[config.mk]
export PLATFORM = sky130hd
export DESIGN_NAME = lift_req_queue
export DESIGN_NICKNAME = d
export VERILOG_FILES = /design/src/rtl/lift_req_queue.sv
export SDC_FILE = /design/constraint.sdc
export NUM_CORES = 1
export LEC_CHECK = 0
export CAP_MARGIN = 20
export CORE_MARGIN = 4
export CORE_UTILIZATION = 40
export CTS_BUF_LIST = sky130_fd_sc_hd__clkbuf_4 sky130_fd_sc_hd__clkbuf_8
export CTS_CLUSTER_DIAMETER = 60
export DETAILED_ROUTE_END_ITERATION = 8
export HOLD_SLACK_MARGIN = 0.02
export PLACE_DENSITY = 0.67
export SYNTH_ARGS = -nofsm -noshare
export SYNTH_HDL_FRONTEND = slang
export SYNTH_SLANG_ARGS = --single-unit
export TNS_END_PERCENT = 5
[constraint.sdc]
create_clock -name clk -period 3.2 [get_ports clk]
set_input_delay 0.32 -clock clk [delete_from_list [all_inputs] [get_ports clk]]
set_output_delay 0.32 -clock clk [all_outputs]
set_load 0.005 [all_outputs]
[src/rtl/lift_req_queue.sv]
// Floor-call FIFO ahead of the lift controller: filters invalid/duplicate calls, buffers the rest in order.
// Optional LIFT_REQ_FLUSH_EN adds a flush input that empties the queue without a reset.
module lift_req_queue #(
  parameter int DEPTH = 8,
  parameter int CNT_W = $clog2(DEPTH) + 1
) (
  input  logic             clk,
  input  logic             rst_n,
`ifdef LIFT_REQ_FLUSH_EN
  input  logic             flush,
`endif
  input  logic             req_valid,
  input  logic [2:0]       req_code,
  input  logic             pop,
  output logic [2:0]       head_code,
  output logic             q_empty,
  output logic             q_full,
  output logic [CNT_W-1:0] count,
  output logic             drop_inv,
  output logic             drop_dup,
  output logic             drop_full
);

  localparam int PTR_W = (DEPTH > 1) ? $clog2(DEPTH) : 1;

  logic [2:0]       mem_q [DEPTH];
  logic [PTR_W-1:0] rd_ptr_q, rd_ptr_d;
  logic [PTR_W-1:0] wr_ptr_q, wr_ptr_d;
  logic [CNT_W-1:0] count_q, count_d;
  logic [7:0]       pending_q, pending_d;
  logic             drop_inv_q, drop_inv_d;
  logic             drop_dup_q, drop_dup_d;
  logic             drop_full_q, drop_full_d;

  logic             empty, code_inv, pop_eff, is_dup, full_blk, push, clr;
  logic [2:0]       head;

`ifdef LIFT_REQ_FLUSH_EN
  assign clr = flush;
`else
  assign clr = 1'b0;
`endif

  always_comb begin
    empty    = (count_q == '0);
    head     = mem_q[rd_ptr_q];
    code_inv = (req_code == 3'b000) || (req_code == 3'b101);
    pop_eff  = pop && !empty;
    // Re-pushing the code being popped this cycle is legal: it leaves the queue and re-enters at the tail.
    is_dup   = pending_q[req_code] && !(pop_eff && (head == req_code));
    full_blk = (count_q == CNT_W'(DEPTH)) && !pop_eff;

    drop_inv_d  = req_valid && code_inv;
    drop_dup_d  = req_valid && !code_inv && is_dup;
    drop_full_d = req_valid && !code_inv && !is_dup && full_blk;
    push        = req_valid && !code_inv && !is_dup && !full_blk;

    rd_ptr_d  = rd_ptr_q;
    wr_ptr_d  = wr_ptr_q;
    count_d   = count_q;
    pending_d = pending_q;

    if (pop_eff) begin
      rd_ptr_d        = rd_ptr_q + PTR_W'(1);
      pending_d[head] = 1'b0;
    end
    if (push) begin
      wr_ptr_d            = wr_ptr_q + PTR_W'(1);
      pending_d[req_code] = 1'b1;
    end
    case ({push, pop_eff})
      2'b10:   count_d = count_q + CNT_W'(1);
      2'b01:   count_d = count_q - CNT_W'(1);
      default: count_d = count_q;
    endcase

    if (clr) begin
      rd_ptr_d  = '0;
      wr_ptr_d  = '0;
      count_d   = '0;
      pending_d = '0;
    end
  end

  always_ff @(posedge clk) begin
    if (!rst_n) begin
      rd_ptr_q    <= '0;
      wr_ptr_q    <= '0;
      count_q     <= '0;
      pending_q   <= '0;
      drop_inv_q  <= 1'b0;
      drop_dup_q  <= 1'b0;
      drop_full_q <= 1'b0;
    end else begin
      rd_ptr_q    <= rd_ptr_d;
      wr_ptr_q    <= wr_ptr_d;
      count_q     <= count_d;
      pending_q   <= pending_d;
      drop_inv_q  <= drop_inv_d;
      drop_dup_q  <= drop_dup_d;
      drop_full_q <= drop_full_d;
    end
  end

  // Storage needs no reset: head_code is masked whenever the queue is empty.
  always_ff @(posedge clk) begin
    if (push && !clr) mem_q[wr_ptr_q] <= req_code;
  end

  assign head_code = empty ? 3'b000 : head;
  assign q_empty   = empty;
  assign q_full    = (count_q == CNT_W'(DEPTH));
  assign count     = count_q;
  assign drop_inv  = drop_inv_q;
  assign drop_dup  = drop_dup_q;
  assign drop_full = drop_full_q;

endmodule

* Yosys cells after proc, flatten, opt, wreduce, memory -nomap -nowiden
Memories as Yosys holds them, arrays and structs flattened. A register that Yosys moved wholly into a read port is not among the register bits. Cells that the tools add are included.
Word-level totals: memories 1, bits of input ports 7, latch bits 0, bits in registers 21, output and inout port bits 12, memory bits (read-only) 0, memory bits (writable) 24
Memory list:
- mem_q | words 8, bits a word 3, rd ports 1, clocked after memory_dff 1, write ports 1, RTL line 26 | logic [2:0] mem_q [DEPTH];
Operators by class: bitwise logic cells 3, add/subtract/negate cells 4, eq/ne operators 5, order comparisons 4, mux-type cells 14, divide/modulo/power cells 0, shift-type cells 0, $mul 0, reduce and logical (&&, ||, !) cells 22
Operator list (count):
- $mux W8 | 2
- $logic_and A1 B1 Y1 | 12
- $mux W3 | 3
- $and A8 B8 Y8 | 1
- $lt A3 B4 Y1 const B | 2
- $not A8 Y8 | 1
- $or A8 B8 Y8 | 1
- $pmux W4 S2 | 1
- $add A3 B1 Y3 const B | 2
- $demux W1 S3 | 2
- $ge A3 B1 Y1 const B | 2
- $logic_not A1 Y1 | 6
- $mux W1 | 5
- $add A4 B1 Y4 const B | 1
- $eq A4 B4 Y1 const B | 1
- $logic_not A4 Y1 | 1
- $sub A4 B1 Y4 const B | 1
- $bmux W1 S3 | 1
- $eq A3 B3 Y1 | 1
- $eq A3 B3 Y1 const B | 1
- $logic_not A3 Y1 | 1
- $eq A2 B1 Y1 const B | 1
- $eq A2 B2 Y1 const B | 1
- $reduce_bool A2 Y1 | 1
- $logic_or A1 B1 Y1 | 1

* Longest topological paths before layout
word-level depth 11, depth in mapped cells 14

* Least setup slack after synthesis
Ideal clock, no wire load.
path kind reg-to-reg, from reg (tool-made name), to reg count_q[3] (netlist: count[3]), period minus slack after synthesis 3.159 ns, setup slack 0.041 ns, arrival 3.088 ns, cell stages (with the launch flop) 15, data required time 3.128 ns, setup time 0.072 ns, path through dfxtp_1 > buf_6 > mux4_2 > mux2i_4 > xor2_2 > nand3_1 > o31ai_1 > a21oi_1 > ha_1 > a21o_1 > a21oi_1 > nand3_1 > a31oi_1 > a211o_1 > mux2i_1
RTL lines:
- end signal: assignment | RTL line 97 | count_q <= count_d;
- end: declaration | RTL line 29 | logic [CNT_W-1:0] count_q, count_d;

==> run summary <==
• finished clean — result of the run
• -75.5 ps — pre-CTS setup slack
• 0% — Async SR Flop Fraction
• 27 — Rows
• 0 — DRC violation count after routing
• 739 ps — slew at the pin closest to its max-slew limit
• 4 — DR pass1 iterations
• 23.0% — layout cells sized above 1
• 501 — count of filler cells inserted in the layout
• 0 — final setup violation count
• 0 — antenna violations before repair
• reg2reg — classification of the worst setup path
• 0 — cts-stage hold buffer count
• 5.38 — average vias per placed instance
• 1130 sq um — multi-input gate area in the final layout
• 24.4% — area added between synthesis and finish
• sky130_fd_sc_hd__edfxtp_1 — main flop type after synthesis
• 3800 um — post-detailed-placement half-perimeter wirelength
• 3220 ps — endpoint arrival time on the critical path
• 0 — antenna cell count
• 93.2% — final cycle utilization of the critical path
• yes — clock tree from TritonCTS
• 1,704 — number of global-route vias before repair
• sky130_fd_sc_hd__edfxtp_1 — post-synth top area cell
• 2960 sq um — post-route standard cell area excluding fillers
• sky130_fd_sc_hd__mux4_2 — master of the slowest instance on the critical path
• 712 nW/um^2 — total power density per cell area
• 328 — count of non-filler cells in the finished layout
• 267 — final-stage net count
• 2830 sq um — post-place instance area
• 15.0% — total routing usage reported by global routing
• 8510 um — first-pass GRT wire length
• 0 — yosys synthesis warning count
• 0 ps — final-layout setup total negative slack
• 1200 sq um — Seq. cell area
• 7250 sq um — Total Die Area
• 85.2 um — height of the die
• 0 — final-report max-slew violation count
• reg2reg — worst hold-check path type
• sky130_fd_sc_hd__edfxtp_1, sky130_fd_sc_hd__dfxtp_1, sky130_fd_sc_hd__mux2i_1 — top area cells in the synthesized netlist
• 5640 sq um — Std-Cell Core Area
• 24 — pin count of the biggest net entering global routing
• 5 — TritonCTS buffer count
• 1,765 — count of vias placed by the detailed router
• 104 — initial drt markers
• 48 — number of register bits inferred by synthesis
• 8.31 ps — clock skew
• 19 — total I/O pin count
• sky130_fd_sc_hd__a21oi_2 — most repeated library cell on the critical path
• 319 — placed cell count
• 220 — net count after synthesis
• sky130_fd_sc_hd__dfxtp_1, sky130_fd_sc_hd__edfxtp_1, sky130_fd_sc_hd__nand2_1 — Post-synth top cells
• 90 ps — clock transition time at the flip-flop clock pins of the worst setup and hold paths
• 51 — distinct cell type count of the synthesized netlist
• 3440 ps — data required time at the worst endpoint
• 85.2 um — overall die width
• 1.12 nW — leakage power
• 218 ps — smallest setup slack after layout
• 0.381 mV — maximum vdd ir drop
• 50.6% — max_slew headroom
• 520 ps — highest cell delay on the worst timing path
• 2 — CTS Buffer Depth
• 11.4 sq um — Avg Inst Size Synth
• 50.4% — sequential element share of the synthesized area
• 5100 um — Detailed Route WL
• 300 ps — Worst-Skew Late Latency
• 2.11 mW — Overall Power
• 18 — number of input and output port buffers inserted
• 0 — remaining antenna violation count after routing
• 42.2% — effective utilization at floorplan
• pending_q[0] — Min-Delay Startpoint
• 30.3% — Yosys top cell area share
• 15.5 um — Routed WL per cell
• flop — startpoint type of the worst setup path
• 4 — peak fanout along the critical path
• 2980 ps — Tmin final
• 0 — final hold violations
• 2 — maximum level of the CTS H-tree
• 0.799 — global placement routability congestion
• sky130_fd_sc_hd__clkbuf_8 — Root Buffer Master
• 48 — Num Clock Sinks
• 208 — post-synthesis instance total
• flop — kind of end point of the critical path
• 2380 sq um — synthesized area
• 0 — Max-Cap Viols
• 0 — total congestion overflow
• 24 — count of flip-flops with a built-in enable after synthesis
• mux4_2, mux2i_4, xor2_2, nand3_2, o31ai_4, a21oi_2, buf_4, ha_1, a21oi_2, nand3_1, a31oi_1, a211o_1, mux2i_1 — CP Cell Sequence
• 0.335 GHz — Peak Freq
[final timing paths]
| kind | slack, ps | cells after the start | endpoint |
|---|---|---|---|
| worst max register to register | 220 | 13 | count[3] |
| worst min-delay path | 470 | 1 | pending_q[0] |
| worst max-delay path | 220 | 13 | count[3] |
| worst min register to register | 470 | 1 | pending_q[0] |
[what timing repair did]
item | in CTS | in global routing
resized for setup | 1 | 6
hold endpoints to repair | 0 | 0
setup endpoints to repair | 1 | 1
setup buffers | 0 | 1
pin swaps | 0 | 6
[critical path, delay by kind of cell (launching register included)]
kind	cells	cell delay (ps)
compound gates	5	820
buf+inv	1	140
fa+ha+maj	1	300
mux	3	880
flops	1	380
xor+xnor	1	180
simple gates	2	220
[cell families after synthesis]
| group | share of synthesized area [%] |
|---|---|
| muxes | 11.1 |
| xor gates and xnor gates | 2.15 |
| DFF | 50.4 |
| buffers and inverters | 3.31 |
| adders and majority gates | 2.94 |
| AOI/OAI and AO/OA | 13.0 |
| and+or+nand+nor | 17.1 |
[cell usage in the layout, fill, tap and decap left out, types with 3 or more instances in the layout]
master / n
sky130_fd_sc_hd__buf_4: 32
sky130_fd_sc_hd__edfxtp_1: 24
sky130_fd_sc_hd__dfxtp_1: 23
sky130_fd_sc_hd__nand2_1: 20
sky130_fd_sc_hd__clkdlybuf4s50_1: 18
sky130_fd_sc_hd__mux2i_1: 14
sky130_fd_sc_hd__nor2_1: 7
sky130_fd_sc_hd__nand2b_1: 7
sky130_fd_sc_hd__inv_1: 6
sky130_fd_sc_hd__nor2b_1: 6
sky130_fd_sc_hd__nor3_1: 6
sky130_fd_sc_hd__o21ai_1: 6
sky130_fd_sc_hd__nand3_1: 6
sky130_fd_sc_hd__clkbuf_8: 6
sky130_fd_sc_hd__mux4_2: 4
sky130_fd_sc_hd__and2_1: 4
sky130_fd_sc_hd__a22oi_1: 4
sky130_fd_sc_hd__nand3b_1: 4
sky130_fd_sc_hd__o211ai_1: 4
sky130_fd_sc_hd__ha_1: 4
sky130_fd_sc_hd__and3_1: 3
sky130_fd_sc_hd__o21ai_0: 3
sky130_fd_sc_hd__o211a_1: 3
sky130_fd_sc_hd__xnor2_1: 3
[area by class of cell]
type / count / area share, %
Tap cell: 72 / 3.04
Clock buffer: 6 / 2.79
Multi-Input combinational cell: 144 / 38.1
Inverter: 6 / 0.760
Sequential cell: 48 / 40.7
Clock inverter: 2 / 0.465
Timing Repair Buffer: 50 / 14.2
[registers in the layout, summed over array words and instances, names as in the netlist, named ones only]
name       count
wr_ptr_q       3
count          4
pending_q      8
drop_full      1
drop_inv       1
mem_q         24
rd_ptr_q       3
drop_dup       1
[stage by stage]
stage	utilization (%)	hold WS, ps
final	52.5	474
after global routing	52.5	490
after CTS	51.9	471
after detailed placement	50.1	458
after global placement	50.1	453
after floorplan	-	391
[per-layer routing]
layer  track usage [%]  share of wire (%)  vias up
met5                 0                  0        -
met4              4.75                1.4        0
met3              3.30                3.3        6
met2              23.2                 46       31
met1              20.8                 49      855
li1                  -                  -      873
[power breakdown]
group,switching (mW),internal (mW)
logic,0.450,0.496
clock network,0.205,0.177
registers,0.0718,0.710
total,0.727,1.38
Power figures use the tool's default switching activity.
